<file path="config.mk">
export PLATFORM = sky130hd
export DESIGN_NAME = tlb_maint_ctrl
export DESIGN_NICKNAME = d
export VERILOG_FILES = /design/src/rtl/tlb_maint_ctrl.sv
export SDC_FILE = /design/constraint.sdc
export NUM_CORES = 1
export LEC_CHECK = 0
export CORE_AREA = 2 2 235 237
export CTS_CLUSTER_SIZE = 16
export DETAILED_ROUTE_END_ITERATION = 8
export DIE_AREA = 0 0 237 239
export PLACE_DENSITY = 0.53
export SYNTH_ARGS = -nofsm -noshare
export SYNTH_HDL_FRONTEND = slang
export SYNTH_SLANG_ARGS = --single-unit
</file>
<file path="constraint.sdc">
create_clock -name clk -period 2.74 [get_ports clk]
set_input_delay 0.548 -clock clk [delete_from_list [all_inputs] [get_ports clk]]
set_output_delay 0.548 -clock clk [all_outputs]
set_load 0.05 [all_outputs]
</file>
<file path="src/rtl/tlb_maint_ctrl.sv">
// rtl/tlb_maint_ctrl.sv - TLB maintenance sequencer for TLBSRCH/TLBRD/TLBWR/TLBFILL/INVTLB
module tlb_maint_ctrl #(
    parameter int TLBNUM        = 16,
    parameter int TLBIDLEN      = 4,
    parameter int SRCH_MAX_WAIT = 4,
    parameter int ENTRY_W       = 89,
    parameter int ENTRY_E_BIT   = 36,
    parameter int RESULT_W      = 37
) (
    input  logic                clk,
    input  logic                reset,
    input  logic                op_valid,
    output logic                op_ready,
    input  logic [2:0]          op_code,
    input  logic [4:0]          op_inv_op,
    input  logic [9:0]          op_inv_asid,
    input  logic [31:0]         op_inv_va,
    input  logic [TLBIDLEN-1:0] csr_index,
    input  logic [18:0]         csr_vppn,
    input  logic [9:0]          csr_asid,
    input  logic [ENTRY_W-1:0]  csr_entry,
    input  logic                mem_s1_req,
    input  logic [18:0]         mem_s1_vppn,
    input  logic                mem_s1_va_bit12,
    input  logic [9:0]          mem_s1_asid,
    output logic                mem_s1_gnt,
    output logic [18:0]         tlb_s1_vppn,
    output logic                tlb_s1_va_bit12,
    output logic [9:0]          tlb_s1_asid,
    input  logic [RESULT_W-1:0] tlb_s1_result,
    output logic                tlb_we,
    output logic [TLBIDLEN-1:0] tlb_w_index,
    output logic [ENTRY_W-1:0]  tlb_w_entry,
    output logic [TLBIDLEN-1:0] tlb_r_index,
    input  logic [ENTRY_W-1:0]  tlb_r_entry,
    output logic                tlb_invtlb_valid,
    output logic [4:0]          tlb_invtlb_op,
    output logic [9:0]          tlb_invtlb_asid,
    output logic [31:0]         tlb_invtlb_va,
    output logic                resp_valid,
    output logic                resp_hit,
    output logic [TLBIDLEN-1:0] resp_index,
    output logic [ENTRY_W-1:0]  resp_entry,
    output logic                resp_ine,
    output logic                tlb_changed
);

    localparam int WAIT_W = $clog2(SRCH_MAX_WAIT + 1);

    localparam logic [2:0] OP_SRCH = 3'd0;
    localparam logic [2:0] OP_RD   = 3'd1;
    localparam logic [2:0] OP_WR   = 3'd2;
    localparam logic [2:0] OP_FILL = 3'd3;
    localparam logic [2:0] OP_INV  = 3'd4;

    typedef enum logic [2:0] {S_IDLE, S_SRCH, S_RD, S_WR, S_INV, S_RESP} state_t;

    state_t                state_q, state_d;
    logic [TLBIDLEN-1:0]   idx_q, idx_d;
    logic [18:0]           vppn_q, vppn_d;
    logic [9:0]            asid_q, asid_d;
    logic [ENTRY_W-1:0]    entry_q, entry_d;
    logic [4:0]            inv_op_q, inv_op_d;
    logic [9:0]            inv_asid_q, inv_asid_d;
    logic [31:0]           inv_va_q, inv_va_d;
    logic [WAIT_W-1:0]     wait_q, wait_d;
    logic [TLBIDLEN-1:0]   fill_q, fill_d;
    logic                  chg_q, chg_d;
    logic                  resp_hit_q, resp_hit_d;
    logic [TLBIDLEN-1:0]   resp_index_q, resp_index_d;
    logic [ENTRY_W-1:0]    resp_entry_q, resp_entry_d;
    logic                  resp_ine_q, resp_ine_d;
    logic                  srch_own;
    logic                  unused_result_bits;

    assign unused_result_bits = ^tlb_s1_result[RESULT_W-1:TLBIDLEN+1];

    // The search yields port 1 to the memory pipeline for a bounded number of cycles.
    assign srch_own = (state_q == S_SRCH) &&
                      !(mem_s1_req && (wait_q < WAIT_W'(SRCH_MAX_WAIT)));

    always_comb begin
        state_d      = state_q;
        idx_d        = idx_q;
        vppn_d       = vppn_q;
        asid_d       = asid_q;
        entry_d      = entry_q;
        inv_op_d     = inv_op_q;
        inv_asid_d   = inv_asid_q;
        inv_va_d     = inv_va_q;
        wait_d       = wait_q;
        chg_d        = chg_q;
        resp_hit_d   = resp_hit_q;
        resp_index_d = resp_index_q;
        resp_entry_d = resp_entry_q;
        resp_ine_d   = resp_ine_q;
        fill_d       = (fill_q == TLBIDLEN'(TLBNUM - 1)) ? '0 : fill_q + 1'b1;

        case (state_q)
            S_IDLE: begin
                if (op_valid) begin
                    idx_d      = csr_index;
                    vppn_d     = csr_vppn;
                    asid_d     = csr_asid;
                    entry_d    = csr_entry;
                    inv_op_d   = op_inv_op;
                    inv_asid_d = op_inv_asid;
                    inv_va_d   = op_inv_va;
                    wait_d     = '0;
                    chg_d      = 1'b0;
                    case (op_code)
                        OP_SRCH: state_d = S_SRCH;
                        OP_RD:   state_d = S_RD;
                        OP_WR: begin
                            state_d = S_WR;
                            chg_d   = 1'b1;
                        end
                        OP_FILL: begin
                            idx_d   = fill_q;
                            state_d = S_WR;
                            chg_d   = 1'b1;
                        end
                        OP_INV: begin
                            if (op_inv_op > 5'd6) begin
                                resp_ine_d = 1'b1;
                                state_d    = S_RESP;
                            end else begin
                                chg_d   = 1'b1;
                                state_d = S_INV;
                            end
                        end
                        default: begin
                            resp_ine_d = 1'b0;
                            state_d    = S_RESP;
                        end
                    endcase
                end
            end
            S_SRCH: begin
                if (srch_own) begin
                    resp_hit_d   = tlb_s1_result[0];
                    resp_index_d = tlb_s1_result[TLBIDLEN:1];
                    resp_ine_d   = 1'b0;
                    state_d      = S_RESP;
                end else begin
                    wait_d = wait_q + 1'b1;
                end
            end
            S_RD: begin
                resp_entry_d = tlb_r_entry[ENTRY_E_BIT] ? tlb_r_entry : '0;
                resp_ine_d   = 1'b0;
                state_d      = S_RESP;
            end
            S_WR, S_INV: begin
                resp_ine_d = 1'b0;
                state_d    = S_RESP;
            end
            S_RESP:  state_d = S_IDLE;
            default: state_d = S_IDLE;
        endcase
    end

    always_ff @(posedge clk) begin
        if (reset) begin
            state_q      <= S_IDLE;
            idx_q        <= '0;
            vppn_q       <= '0;
            asid_q       <= '0;
            entry_q      <= '0;
            inv_op_q     <= '0;
            inv_asid_q   <= '0;
            inv_va_q     <= '0;
            wait_q       <= '0;
            fill_q       <= '0;
            chg_q        <= 1'b0;
            resp_hit_q   <= 1'b0;
            resp_index_q <= '0;
            resp_entry_q <= '0;
            resp_ine_q   <= 1'b0;
        end else begin
            state_q      <= state_d;
            idx_q        <= idx_d;
            vppn_q       <= vppn_d;
            asid_q       <= asid_d;
            entry_q      <= entry_d;
            inv_op_q     <= inv_op_d;
            inv_asid_q   <= inv_asid_d;
            inv_va_q     <= inv_va_d;
            wait_q       <= wait_d;
            fill_q       <= fill_d;
            chg_q        <= chg_d;
            resp_hit_q   <= resp_hit_d;
            resp_index_q <= resp_index_d;
            resp_entry_q <= resp_entry_d;
            resp_ine_q   <= resp_ine_d;
        end
    end

    assign op_ready        = (state_q == S_IDLE);
    assign mem_s1_gnt      = !srch_own;
    assign tlb_s1_vppn     = srch_own ? vppn_q : mem_s1_vppn;
    assign tlb_s1_va_bit12 = srch_own ? 1'b0   : mem_s1_va_bit12;
    assign tlb_s1_asid     = srch_own ? asid_q : mem_s1_asid;

    // Side-effect strobes are masked while reset is high so a reset landing mid-op never commits.
    assign tlb_we           = (state_q == S_WR) && !reset;
    assign tlb_w_index      = idx_q;
    assign tlb_w_entry      = entry_q;
    assign tlb_r_index      = idx_q;
    assign tlb_invtlb_valid = (state_q == S_INV) && !reset;
    assign tlb_invtlb_op    = inv_op_q;
    assign tlb_invtlb_asid  = inv_asid_q;
    assign tlb_invtlb_va    = inv_va_q;
    assign resp_valid       = (state_q == S_RESP) && !reset;
    assign tlb_changed      = (state_q == S_RESP) && chg_q && !reset;
    assign resp_hit         = resp_hit_q;
    assign resp_index       = resp_index_q;
    assign resp_entry       = resp_entry_q;
    assign resp_ine         = resp_ine_q;

endmodule

</file>
After elaboration in Yosys (flattened, before gate mapping):

Cells that the tools add are included.

* bits in registers: 275
* input port bits: 332
* output and inout bits: 275
* logic and storage cells: 77

* add/sub/neg operators: 2
* magnitude comparators: 2
* equal/unequal tests: 15
* mux-type cells: 20
* reduce and logical (&&, ||, !) cells: 23

Operators by type and width (count)
* 89-bit two-way mux: 1
* 19-bit two-way mux: 1
* 3-bit by 2-bit equality test with 1-bit output (second input constant): 4
* 3-bit two-way mux: 4
* 3-bit case mux with 4 select lines: 1
* 10-bit two-way mux: 1
* 3-bit equality test (second input constant): 3
* 3-bit case mux with 3 select lines: 1
* 2-bit inequality test (second input constant): 4
* 1-bit logical AND: 7
* 3-bit by 1-bit equality test with 1-bit output (second input constant): 2
* 3-bit logical NOT: 2
* 1-bit two-way mux: 6
* 3-bit case mux with 2 select lines: 1
* 2-bit AND reduction: 3
* 5-bit by 3-bit greater-than comparator with 1-bit output (second input constant): 1
* 5-bit AND reduction: 1
* 4-bit by 1-bit adder with 4-bit output (second input constant): 1
* 4-bit equality test (second input constant): 1
* 4-bit two-way mux: 1
* 1-bit case mux with 2 select lines: 2
* 2-bit OR reduction: 2
* 4-bit OR reduction: 1
* 3-bit by 1-bit adder with 3-bit output (second input constant): 1
* other kinds (8): 10

Logic depth before layout (Yosys ltp):

* depth in word-level cells: 6
* gate-level depth with buffers: 8
* gate-level depth less buffers: 4

Worst setup path before layout:

Ideal clock, no wire load.

* path kind: in2out
* from: input reset
* to: output tlb_changed
* arrival time: 2.888 ns
* data required time: 2.192 ns
* slack: -0.696 ns
* stages on the path: 3
* path buffers: 1
* path through: clkbuf_1 > nor4bb_1 > and2_1

* cells in the longest elaborated chain, start to end: 2

RTL lines
* start, declared: RTL line 11 `input logic reset,`
* 1-bit logical NOT: RTL line 215 `assign tlb_changed = (state_q == S_RESP) && chg_q && !reset;`
* 1-bit logical AND: RTL line 215
* end, declared: RTL line 45 `output logic tlb_changed`

No other way between the ends.

Worst setup path in the final report:

* from: input mem_s1_req
* to: output tlb_s1_vppn[13]

* cells in the longest elaborated chain, start to end: 4

RTL lines
* start, declared: RTL line 22 `input logic mem_s1_req,`
* 1-bit logical AND: RTL line 80 `!(mem_s1_req && (wait_q < WAIT_W'(SRCH_MAX_WAIT)));`
* 1-bit logical NOT: RTL line 80
* 1-bit logical AND: RTL line 79 `assign srch_own = (state_q == S_SRCH) &&`
* 19-bit two-way mux: RTL line 201 `assign tlb_s1_vppn = srch_own ? vppn_q : mem_s1_vppn;`
* end, declared: RTL line 27 `output logic [18:0] tlb_s1_vppn,`

No other way between the ends.

==> key figures <==
Min path
  – HP Class: input pin to register

Power and ir drop
  – Maximum vdd drop: 0.300 mV
  – Leakage power figure: 6.20 nW
  – NetSw: 0.00342 W
  – Cell area power density: 640 mW/mm2
  – Clock power share: 0.388
  – Switching share of total power: 0.301
  – Combinational power share: 0.228
  – Reg power frac: 0.384
  – Cell-internal power: 0.00793 W

Floorplan
  – I/O Pins: 607
  – Effective utilization at floorplan: 0.188
  – Die X: 237 um
  – DIE HEIGHT: 239 um
  – Die area: 0.0566 mm2
  – Num rows: 86
  – Core Box Area: 0.0543 mm2

Routing
  – # DRC: 0
  – Vias/cell: 4.20
  – Drt first-iter violations: 327
  – Final WL: 39100 um
  – Vias: 10600
  – Drt pass-1 iters: 5
  – DR WL/cell: 15.6 um
  – Post-route ant nets: 0

STA
  – RSZ-0062 raised after global routing: no
  – Final period util: 0.960
  – Relative slew margins: 0.335
  – Min Tclk post-route: 2630 ps
  – Worst Clk Skew: 14.3 ps
  – Worst setup margin: 110 ps
  – Final setup viols: 0
  – Fin. Hold Viols: 0
  – Slew Limit Fails: 0
  – F_max: 380 MHz
  – Slew @ Worst Pin: 997 ps

Critical path
  – WP data required: 2190 ps
  – Crit path max fanout: 36
  – Critical path type: input pin to primary output
  – Startpoint Class: input pin
  – Worst Path Arrival: 2080 ps
  – Setup crit end kind: primary output

Synthesis
  – Netlist cell types: 40
  – Largest cells by area after synthesis: dfxtp_1 (54%), nand2_1 (16%), a21oi_1 (13%)
  – Post-synth EDFFs: 0
  – Post-Syn Instances: 1262
  – Synth Net Count: 1596
  – Commonest cells in the netlist: nand2_1 (432), dfxtp_1 (275), a21oi_1 (261)
  – Cell accounting for the most synthesized area: dfxtp_1
  – Area share of the largest cell type after synthesis: 0.539
  – Number of synthesis warnings: 0
  – Predominant post-synthesis flop cell: dfxtp_1
  – Register bit total from synthesis: 275
  – Count leader, synth: nand2_1
  – Syn Area/Cell: 8.10 um2
  – Seq/Total Area, Yosys: 0.539
  – Share of synthesized registers carrying an async set or reset: 0
  – Cell Area, Synth: 0.0102 mm2

Clock network
  – Worst-Skew Late Latency: 520 ps
  – Sink Count: 275
  – H-Tree Depth: 2
  – Clock slew at reported path FFs: 60 ps
  – Deepest clock path buffer count: 3
  – CTS tree: built
  – Root Driver: clkbuf_16
  – CTS Buf Count: 36

Flow run
  – Max-cap violations: 0

Placement
  – Placement Setup Slack: 109 ps
  – I/O Buffers: 574
  – HPWL Detailed: 27900 um
  – Routability Congestion: 0.760
  – Placed instance area: 0.0167 mm2

Cells and area
  – Final nets: 2124
  – Fillers: 5658
  – Layout cell share with drive strength beyond 1: 0.0823
  – Post-Layout Inst Area: 0.0177 mm2
  – P&R area growth vs syn: 73.7%
  – Final core occ: 0.327

GRT
  – First-pass GRT wire length: 57800 um
  – Initial antenna violation count: 2
  – Vias in the first global route: 10200
  – Largest net degree at the start of global routing: 161
  – Aggregate global routing overflow: 0
  – GR Util All Layers: 0.130

Status
  – Status: completed
## stage by stage
stage | hold slack [ps] | cells | total power [W] | setup TNS, ps
after floorplan | 432 | 1262 | 0.00592 | -181
after global placement | 438 | 2456 | 0.00704 | 0
after detailed placement | 444 | 2456 | 0.00706 | 0
after CTS | 354 | 2514 | 0.0116 | 0
after global routing | 380 | 2515 | 0.0119 | 0
final | 379 | 2515 | 0.0114 | 0
## metal layers
layer	wire, um	global-route usage
met1	15400	0.144
met2	18900	0.224
met3	3890	0.0533
met4	956	0.0441
met5	20	0
## power by group through the flow
| stage | registers, W | logic, W | clock network, W |
|---|---|---|---|
| after floorplan | 0.00502 | 0.000893 | 0 |
| after global placement | 0.00444 | 0.00261 | 0 |
| after detailed placement | 0.00445 | 0.00261 | 0 |
| after CTS | 0.00436 | 0.00262 | 0.00461 |
| after global routing | 0.00439 | 0.00274 | 0.00476 |
| final | 0.00436 | 0.00258 | 0.00440 |
## state kept, by name (all words and copies together) (netlist names)
| name | count |
|---|---|
| tlb_invtlb_op | 5 |
| fill_q | 4 |
| tlb_invtlb_va | 32 |
| tlb_r_index | 4 |
| state_q | 3 |
| wait_q | 3 |
| resp_index | 4 |
| resp_entry | 89 |
| resp_ine | 1 |
| tlb_w_entry | 89 |
| vppn_q | 19 |
| resp_hit | 1 |
| chg_q | 1 |
| asid_q | 10 |
| tlb_invtlb_asid | 10 |
## logic make-up (layout without fill, tap and decap cells)
| kind of cell | Yosys count | after routing | synth area share |
|---|---|---|---|
| xor+xnor | 1 | 1 | 0.000857 |
| simple gates | 567 | 567 | 0.232 |
| buf+inv | 109 | 657 | 0.0511 |
| fa+ha+maj | 2 | 2 | 0.00245 |
| compound gates | 277 | 277 | 0.139 |
| mux | 31 | 31 | 0.0350 |
| other cells | 0 | 1 | 0 |
| flops | 275 | 275 | 0.539 |
## cell usage in the layout, fill, tap and decap left out, types with 2 or more instances in the layout
| cell | netlist | routed |
|---|---|---|
| buf_4 | 11 | 42 |
| buf_12 | 0 | 17 |
| ha_1 | 2 | 2 |
| nor2_1 | 11 | 11 |
| nand2b_1 | 3 | 3 |
| nor2b_1 | 3 | 3 |
| and2_1 | 4 | 3 |
| nand3_1 | 97 | 97 |
| nor3_1 | 5 | 5 |
| nand2_1 | 432 | 430 |
| clkbuf_8 | 0 | 5 |
| dfxtp_2 | 0 | 2 |
| clkdlybuf4s50_1 | 0 | 536 |
| a21oi_1 | 261 | 261 |
| nand2_4 | 1 | 2 |
| a31oi_1 | 3 | 3 |
| clkbuf_16 | 0 | 37 |
| dfxtp_1 | 275 | 272 |
| o21ai_0 | 2 | 2 |
| o21a_1 | 2 | 2 |
| mux2_4 | 3 | 3 |
| mux2i_1 | 2 | 2 |
| mux2_2 | 25 | 25 |
| clkinv_2 | 0 | 3 |
| clkbuf_1 | 51 | 11 |
| a311oi_1 | 5 | 5 |
## path summary, 6_finish.rpt
check	from	to	slack, ps	cells after the start
setup / recovery	mem_s1_req	tlb_s1_vppn[13]	110	6
hold / removal	reset	tlb_w_entry[44]	380	2
setup reg to reg	state_q[2]	tlb_invtlb_va[8]	1020	5
hold reg to reg	resp_entry[49]	resp_entry[49]	450	2
## final cells by class
class                      instances  area [um2]  area share
antenna                            1        2.50    0.000141
clock buffer                      52        1020      0.0576
clock inverter                     6        61.3     0.00345
inverter                           1        3.75    0.000212
multi-input combinational        878        4220       0.238
sequential                       275        5510       0.311
tap                              704         881      0.0496
timing repair buffer             598        6050       0.341
## critical path, cell delays in order
cell	delay, ps
clkdlybuf4s50_1	500
nand2b_1	120
nand2_4	80
buf_12	200
mux2_2	380
buf_4	190
## what timing repair did
item                                   4_1_cts  5_1_grt
setup endpoints to repair                   30       29
cloned                                       0        0
hold buffers                                 0        0
buffers inserted                             0        1
gates resized for setup                      5        0
endpoints found under the hold margin        0        0
pin swaps                                    0        0
(Power assumes the default switching activity.)
